## src/rtl/accum_arb_pkg.sv

```systemverilog
// Shared definitions for the accumulate arbiter: state encoding, default sizes
// and a width helper for requester indices.
package accum_arb_pkg;

  localparam int DEF_NREQ  = 4;
  localparam int DEF_WIDTH = 32;

  typedef enum logic [1:0] {
    ST_IDLE  = 2'd0,
    ST_LATCH = 2'd1,
    ST_ADD   = 2'd2,
    ST_ACK   = 2'd3
  } state_e;

  // Bits needed to index n requesters; never less than one bit.
  function automatic int clog2_f(input int n);
    int r;
    r = 0;
    for (int i = 0; i < 31; i++) begin
      if ((1 << r) < n) r = r + 1;
    end
    return (r < 1) ? 1 : r;
  endfunction

endpackage

```

## src/rtl/accum_rr_arbiter_rr_pick.sv

```systemverilog
// Combinational round-robin picker: first set request strictly after
// last_grant, wrapping around through last_grant itself.
module rr_pick
  import accum_arb_pkg::*;
#(
  parameter int NREQ = DEF_NREQ,
  localparam int IDW = clog2_f(NREQ)
) (
  input  logic [NREQ-1:0] req,
  input  logic [IDW-1:0]  last_grant,
  output logic            valid,
  output logic [IDW-1:0]  idx
);

  logic           found;
  logic [IDW-1:0] cand;

  always_comb begin
    valid = |req;
    idx   = '0;
    found = 1'b0;
    cand  = '0;
    for (int k = 1; k <= NREQ; k++) begin
      cand = IDW'((int'(last_grant) + k) % NREQ);
      if (!found && req[cand]) begin
        idx   = cand;
        found = 1'b1;
      end
    end
  end

endmodule

```

## src/rtl/accum_rr_arbiter.sv

```systemverilog
// Shares one accumulate datapath among NREQ requesters; each granted request
// walks IDLE -> LATCH -> ADD -> ACK, one state per cycle.
module accum_rr_arbiter
  import accum_arb_pkg::*;
#(
  parameter int NREQ    = DEF_NREQ,
  parameter int WIDTH   = DEF_WIDTH,
  parameter int LED_LSB = 16,
  localparam int IDW    = clog2_f(NREQ)
) (
  input  logic                  CLK,
  input  logic                  RST,
  input  logic [NREQ-1:0]       req,
  input  logic [NREQ*WIDTH-1:0] value,
  output logic [NREQ-1:0]       ack,
  output logic [IDW-1:0]        grant_id,
  output logic                  busy,
  output logic [WIDTH-1:0]      count,
  output logic                  overflow,
  output logic [7:0]            led
);

  state_e           state_q, state_d;
  logic [WIDTH-1:0] count_q, count_d;
  logic [WIDTH-1:0] operand_q, operand_d;
  logic [IDW-1:0]   grant_q, grant_d;
  logic [IDW-1:0]   last_q, last_d;
  logic             ovf_q, ovf_d;
  logic [WIDTH:0]   sum;

  logic             pick_valid;
  logic [IDW-1:0]   pick_idx;

  rr_pick #(.NREQ(NREQ)) u_pick (
    .req        (req),
    .last_grant (last_q),
    .valid      (pick_valid),
    .idx        (pick_idx)
  );

  always_comb begin
    state_d   = state_q;
    count_d   = count_q;
    operand_d = operand_q;
    grant_d   = grant_q;
    last_d    = last_q;
    ovf_d     = ovf_q;
    sum       = {1'b0, count_q} + {1'b0, operand_q};
    case (state_q)
      ST_IDLE: begin
        if (pick_valid) begin
          grant_d = pick_idx;
          state_d = ST_LATCH;
        end
      end
      ST_LATCH: begin
        for (int i = 0; i < NREQ; i++) begin
          if (grant_q == IDW'(i)) operand_d = value[i*WIDTH +: WIDTH];
        end
        state_d = ST_ADD;
      end
      ST_ADD: begin
        count_d = sum[WIDTH-1:0];
        ovf_d   = ovf_q | sum[WIDTH];
        last_d  = grant_q;
        state_d = ST_ACK;
      end
      ST_ACK: state_d = ST_IDLE;
      default: state_d = ST_IDLE;
    endcase
  end

  // Reset also clears the datapath so an interrupted add leaves no trace.
  always_ff @(posedge CLK) begin
    if (RST) begin
      state_q   <= ST_IDLE;
      count_q   <= '0;
      operand_q <= '0;
      grant_q   <= '0;
      last_q    <= IDW'(NREQ - 1);
      ovf_q     <= 1'b0;
    end else begin
      state_q   <= state_d;
      count_q   <= count_d;
      operand_q <= operand_d;
      grant_q   <= grant_d;
      last_q    <= last_d;
      ovf_q     <= ovf_d;
    end
  end

  always_comb begin
    ack = '0;
    if (state_q == ST_ACK) ack[grant_q] = 1'b1;
  end

  assign grant_id = grant_q;
  assign busy     = (state_q != ST_IDLE);
  assign count    = count_q;
  assign overflow = ovf_q;
  assign led      = count_q[LED_LSB +: 8];

endmodule

```

## config.mk

```make
export PLATFORM = sky130hd
export DESIGN_NAME = accum_rr_arbiter
export DESIGN_NICKNAME = d
export VERILOG_FILES = /design/src/rtl/accum_arb_pkg.sv /design/src/rtl/accum_rr_arbiter_rr_pick.sv /design/src/rtl/accum_rr_arbiter.sv
export SDC_FILE = /design/constraint.sdc
export NUM_CORES = 1
export LEC_CHECK = 0
export CAP_MARGIN = 0
export CORE_UTILIZATION = 40
export DETAILED_ROUTE_END_ITERATION = 10
export GPL_TIMING_DRIVEN = 0
export PLACE_DENSITY_LB_ADDON = 0.08
export RECOVER_POWER = 50
export SLEW_MARGIN = 10
export SYNTH_ARGS = -nofsm -noshare
export SYNTH_HDL_FRONTEND = slang
export SYNTH_SLANG_ARGS = --single-unit
```

## constraint.sdc

```tcl
create_clock -name CLK -period 4.7 [get_ports CLK]
set_input_delay 0.47 -clock CLK [delete_from_list [all_inputs] [get_ports CLK]]
set_output_delay 0.47 -clock CLK [all_outputs]
set_load 0.01 [all_outputs]
```

# Word-level counts from Yosys, hierarchy flattened
# Cells that the tools add are included.
# classes
n_addsub	5
n_lt_le_gt_ge	6
n_eq_ne	7
mux	24
n_bitwise	1
reduce_logical	14
# op_table
operator	n
$mux W32	4
$add A32 B32 Y33	1
$lt A2 B3 Y1 const B	5
$mux W2	5
$bmux W1 S2	4
$eq A2 B2 Y1 const B	4
$mux W1	8
$pmux W2 S4	1
$add A2 B1 Y2 const B	2
$add A2 B2 Y2 const B	2
$eq A2 B1 Y1 const B	2
$logic_and A1 B1 Y1	4
$logic_not A2 Y1	2
$mux W4	1
$reduce_and A2 Y1	2
$reduce_bool A4 Y1	1
$reduce_or A4 Y1	1
$logic_not A1 Y1	3
$demux W1 S2	1
$ge A2 B1 Y1 const B	1
$ne A2 B2 Y1 const B	1
$reduce_bool A2 Y1	1
$or A1 B1 Y1	1
# totals
reg_bits	71
in_bits	134
out_inout_bits	48
elab_cells	63

# Logic depth before layout (Yosys ltp)
# logic_depth
ltp_word	13
depth_mapped	10
depth_no_buf	10

# By module
# Synthesis repeated with hierarchy kept, for this count alone.
# unflattened
cells_unflattened	581
area_unflattened_um2	5268.8
# by_module_without_submodules
mod	instances	cells_each	area_per_inst_um2	seq_area_each_um2
accum_rr_arbiter	1	567	5187.5	1421.4
rr_pick	1	14	81.3	0.0

# Worst setup path after synthesis
# Ideal clock, no wire load.
# synth_timing
path_type	register to register
startpoint	register count_q[0] (netlist: count[0])
endpoint	register count_q[28] (netlist: count[28])
t_arrival_ps	2580
required_ps	4621
path_slack_ps	2040
path_stages_with_launch	11
path_buffers	0
period_less_slack_ps	2660
path_cell_list	dfxtp_1 -> ha_1 -> fa_1 -> a211oi_1 -> o211ai_2 -> a41oi_4 -> o31ai_4 -> a2111oi_2 -> nor3_2 -> xnor2_1 -> a211oi_2
# synth_between
elab_chain_len	1
# synth_lines
element	line_no	rtl
start, declared	accum_rr_arbiter.sv:24	logic [WIDTH-1:0] count_q, count_d;
start signal, assigned	accum_rr_arbiter.sv:84	count_q <= count_d;
$add A32 B32 Y33	accum_rr_arbiter.sv:48	sum = {1'b0, count_q} + {1'b0, operand_q};
# Every way passes these cells.
# A chain may end at the register's enable or synchronous reset.

# Worst setup path after layout
# Same ends and word-level chain as after synthesis.

==> metrics.yaml <==
grt:
  grt_pass1_wl_um: 23300
  grt-ovfl-total: 0
  grt_max_degree: 13
  grt_pass1_vias: 4814
  grt_usage_pct: 22.8
  antenna_found_initial: 0
drt:
  drt-pass1-iter-count: 6
  via_per_inst: 5.32
  wirelength_um: 14400
  wl_met3_um: 846
  wl_met2_um: 6970
  wl_met1_um: 6340
  wire_per_inst_um: 15.9
  drtIter0Drc: 191
  vias: 4825
  highest_layer: "met4"
  route.detailed.drc: 0
  ant_nets: 0
yosys:
  avgSynthCellArea_sq_um: 9.57
  synthesis.nets: 710
  post-synth-top-area-cell: "dfxtp_1"
  ys_seq_area_share_pct: 27.6
  yosys_register_bits: 71
  syn_inst: 539
  syn_area_sq_mm: 0.00516
  async_flop_share_pct: 0
  synth.distinct_cells: 59
  synthFlopType: "dfxtp_1"
  synth_area_leaders: "dfxtp_1 (28%), mux4_2 (14%), mux2i_1 (11%), ha_1 (8.7%), nor2_1 (5.6%)"
  synth_edf_count: 0
  yosys_warnings: 0
  synth_top_area_share_pct: 27.6
cts:
  cts_buffers: 9
  cts_tree: "done"
  clk_path_buf_depth: 2
  clk_pin_slew_worst_paths_ps: 60
  ctsHoldBuffers: 0
  cts_root_buf: "clkbuf_16"
  htreeDepth: 3
  post-cts-setup-buffers: 0
  clk_latency_ps: 350
  cts_resized: 0
  clock_sinks: 71
min_path:
  hold_class: "reg2reg"
timing:
  fmax_mhz: 331
  fin_worst_skew_ps: 6.44
  finalCritPeriodShare_pct: 64.4
  maxSlewViolCount: 0
  finalSetupViolCount: 0
  tightest_slew_ps: 909
  worst_slack_ps: 1670
  tns_ps: 0
  hold_viol_final: 0
  slew_headroom_pct: 39.4
  rsz0062_at_grt: "false"
  min_period_ps: 3030
  hold_ws_ps: 499
placement:
  portBuffers: 180
  dpl.hpwl_um: 11500
  place_ws_ps: 1680
  place_congestion: 0.868
worst_setup_path:
  r2r_slack_ps: 1670
  cp.buffers_inverters: 0
  cp_data_required_time_ps: 4970
  crit_arrival_ps: 3290
  path_class: "reg2reg"
  cpMaxStageDelayCell: "fa_1"
  path_max_fanout: 5
  max_stage_delay_ps: 450
  crit_family: "compound AO/OA/AOI/OAI gates"
  worstSetupStartpointType: "flip-flop"
  path_cells: "ha_1, fa_1, a211oi_1, o211ai_2, a41oi_4, o31ai_4, a2111oi_2, nor3_2, xnor2_1, a211oi_2"
  cp-end-kind: "flip-flop"
floorplan:
  dieHeight_um: 116
  start_util_pct: 41.0
  die_width_um: 116
  dieArea_sq_mm: 0.0133
  rows: 41
  core-area_sq_mm: 0.0126
  pin_count: 182
power:
  p_leak_nw: 3.07
  p_per_area_mw_per_mm2: 387
  p_int_mw: 1.91
  comb_power_share_pct: 44.8
  power_frac_clock_pct: 27.6
  seq_power_share_pct: 27.6
  switchingPower_mw: 1.01
  switching_share_pct: 34.5
  ir_worst_vdd_mv: 0.208
layout:
  antenna_cells: 0
  drive_gt1_share_pct: 11.0
  area.growth.synth_to_final_pct: 45.9
  nets: 901
status:
  status: "completed"
flow_run:
  maxCapViolations: 0
[flip-flops by register name (all words and copies together), names as in the netlist]
| name | cells |
|---|---|
| count | 32 |
| operand_q | 32 |
| grant_id | 2 |
| last_q | 2 |
| state_q | 2 |
| overflow | 1 |
[power by group through the flow]
stage	Combinational, mW	Clock [mW]	Sequential (mW)
finish	1.31	0.803	0.804
global route	1.43	0.845	0.818
CTS	1.33	0.819	0.805
detailed placement	1.33	0	0.816
global placement	1.30	0	0.814
floorplan	0.911	0	0.804
[through the flow]
| stage | util, % | instance area (sq um) | power (mW) | cells |
|---|---|---|---|---|
| after CTS | 59.8 | 7520 | 2.96 | 907 |
| after global placement | 57.1 | 7170 | 2.11 | 891 |
| after detailed placement | 57.1 | 7170 | 2.14 | 891 |
| after floorplan | - | 5160 | 1.71 | 539 |
| final | 59.8 | 7520 | 2.91 | 907 |
| after global routing | 59.8 | 7520 | 3.09 | 907 |
[kinds of logic (layout without fill, tap and decap cells)]
logic type      Yosys count  after routing  synth area share, %
flops                    71             71                 27.6
xor+xnor                 26             26                 4.42
simple gates            151            151                 13.3
buf+inv                  51            247                 4.49
compound gates          115            115                 16.2
fa+ha+maj                37             37                 9.12
mux                      88             88                 24.8
[final timing paths]
| path | cells past startpoint | from | end |
|---|---|---|---|
| min | 2 | overflow$_SDFFE_PP0P_ | overflow$_SDFFE_PP0P_ |
| min reg2reg | 2 | overflow$_SDFFE_PP0P_ | overflow$_SDFFE_PP0P_ |
| max reg2reg | 10 | count[0]$_SDFFE_PP0P_ | count[28]$_SDFFE_PP0P_ |
| max | 10 | count[0]$_SDFFE_PP0P_ | count[28]$_SDFFE_PP0P_ |
[cell usage in the layout, fill, tap and decap left out, types with 3 or more instances in the layout]
master           netlist  final
inv_1                 11     11
o22ai_1                5      5
and3_1                 5      5
nand2_1               27     27
buf_1                  7      6
o21ai_0               15     15
nand2b_1               5      5
a31oi_1                3      3
clkdlybuf4s50_1        0    136
a211oi_1               6      6
clkbuf_1              17     19
dfxtp_1               71     71
xnor2_1               20     20
o21bai_1               5      5
buf_2                  6      6
dlygate4sd3_1          0     44
o211ai_1               4      4
nand4_1                4      4
nand3_1               11     11
a21boi_0               3      3
ha_1                  36     36
bufinv_16              0      3
xor2_1                 6      6
o211ai_2               4      4
mux2i_1               56     56
nor2b_1                3      3
buf_4                  8      8
nor3_1                 8      8
a21oi_1               34     34
a21o_1                10     10
clkbuf_16              0      9
mux4_2                32     32
nor2_1                77     77
[per-layer routing]
metal	up-vias	track usage, %
met5	-	0
met4	0	9.87
met3	19	3.45
met2	156	39.2
met1	2265	28.2
li1	2385	-
[synth_stat cells, drive strengths merged (4+ instances only)]
cell type,count
a211oi,8
a21o,10
a21oi,36
and3,5
buf,21
clkbuf,19
dfxtp,71
ha,36
inv,11
mux2i,56
mux4,32
nand2,27
nand2b,5
nand3,11
nand4,4
nor2,77
nor3,9
o211ai,8
o21ai,16
o21bai,5
o22ai,5
o31ai,4
xnor2,20
xor2,6
[worst register-to-register path: stages (launching register included)]
cell	delay, ps
dfxtp_1	320
ha_1	250
fa_1	450
a211oi_1	440
o211ai_2	170
a41oi_4	310
o31ai_4	130
a2111oi_2	380
nor3_2	120
xnor2_1	150
a211oi_2	220
[final cells by class]
type | count | area, sq um
inverters | 11 | 41.3
multi-input cells | 417 | 3500
plain buffers | 40 | 190
clock inverters | 5 | 105
clock buffers | 11 | 243
fillers | 1111 | 5050
repair buffers | 180 | 1800
flip-flops and latches | 71 | 1420
well taps | 172 | 215
Power figures use the tool's default switching activity.
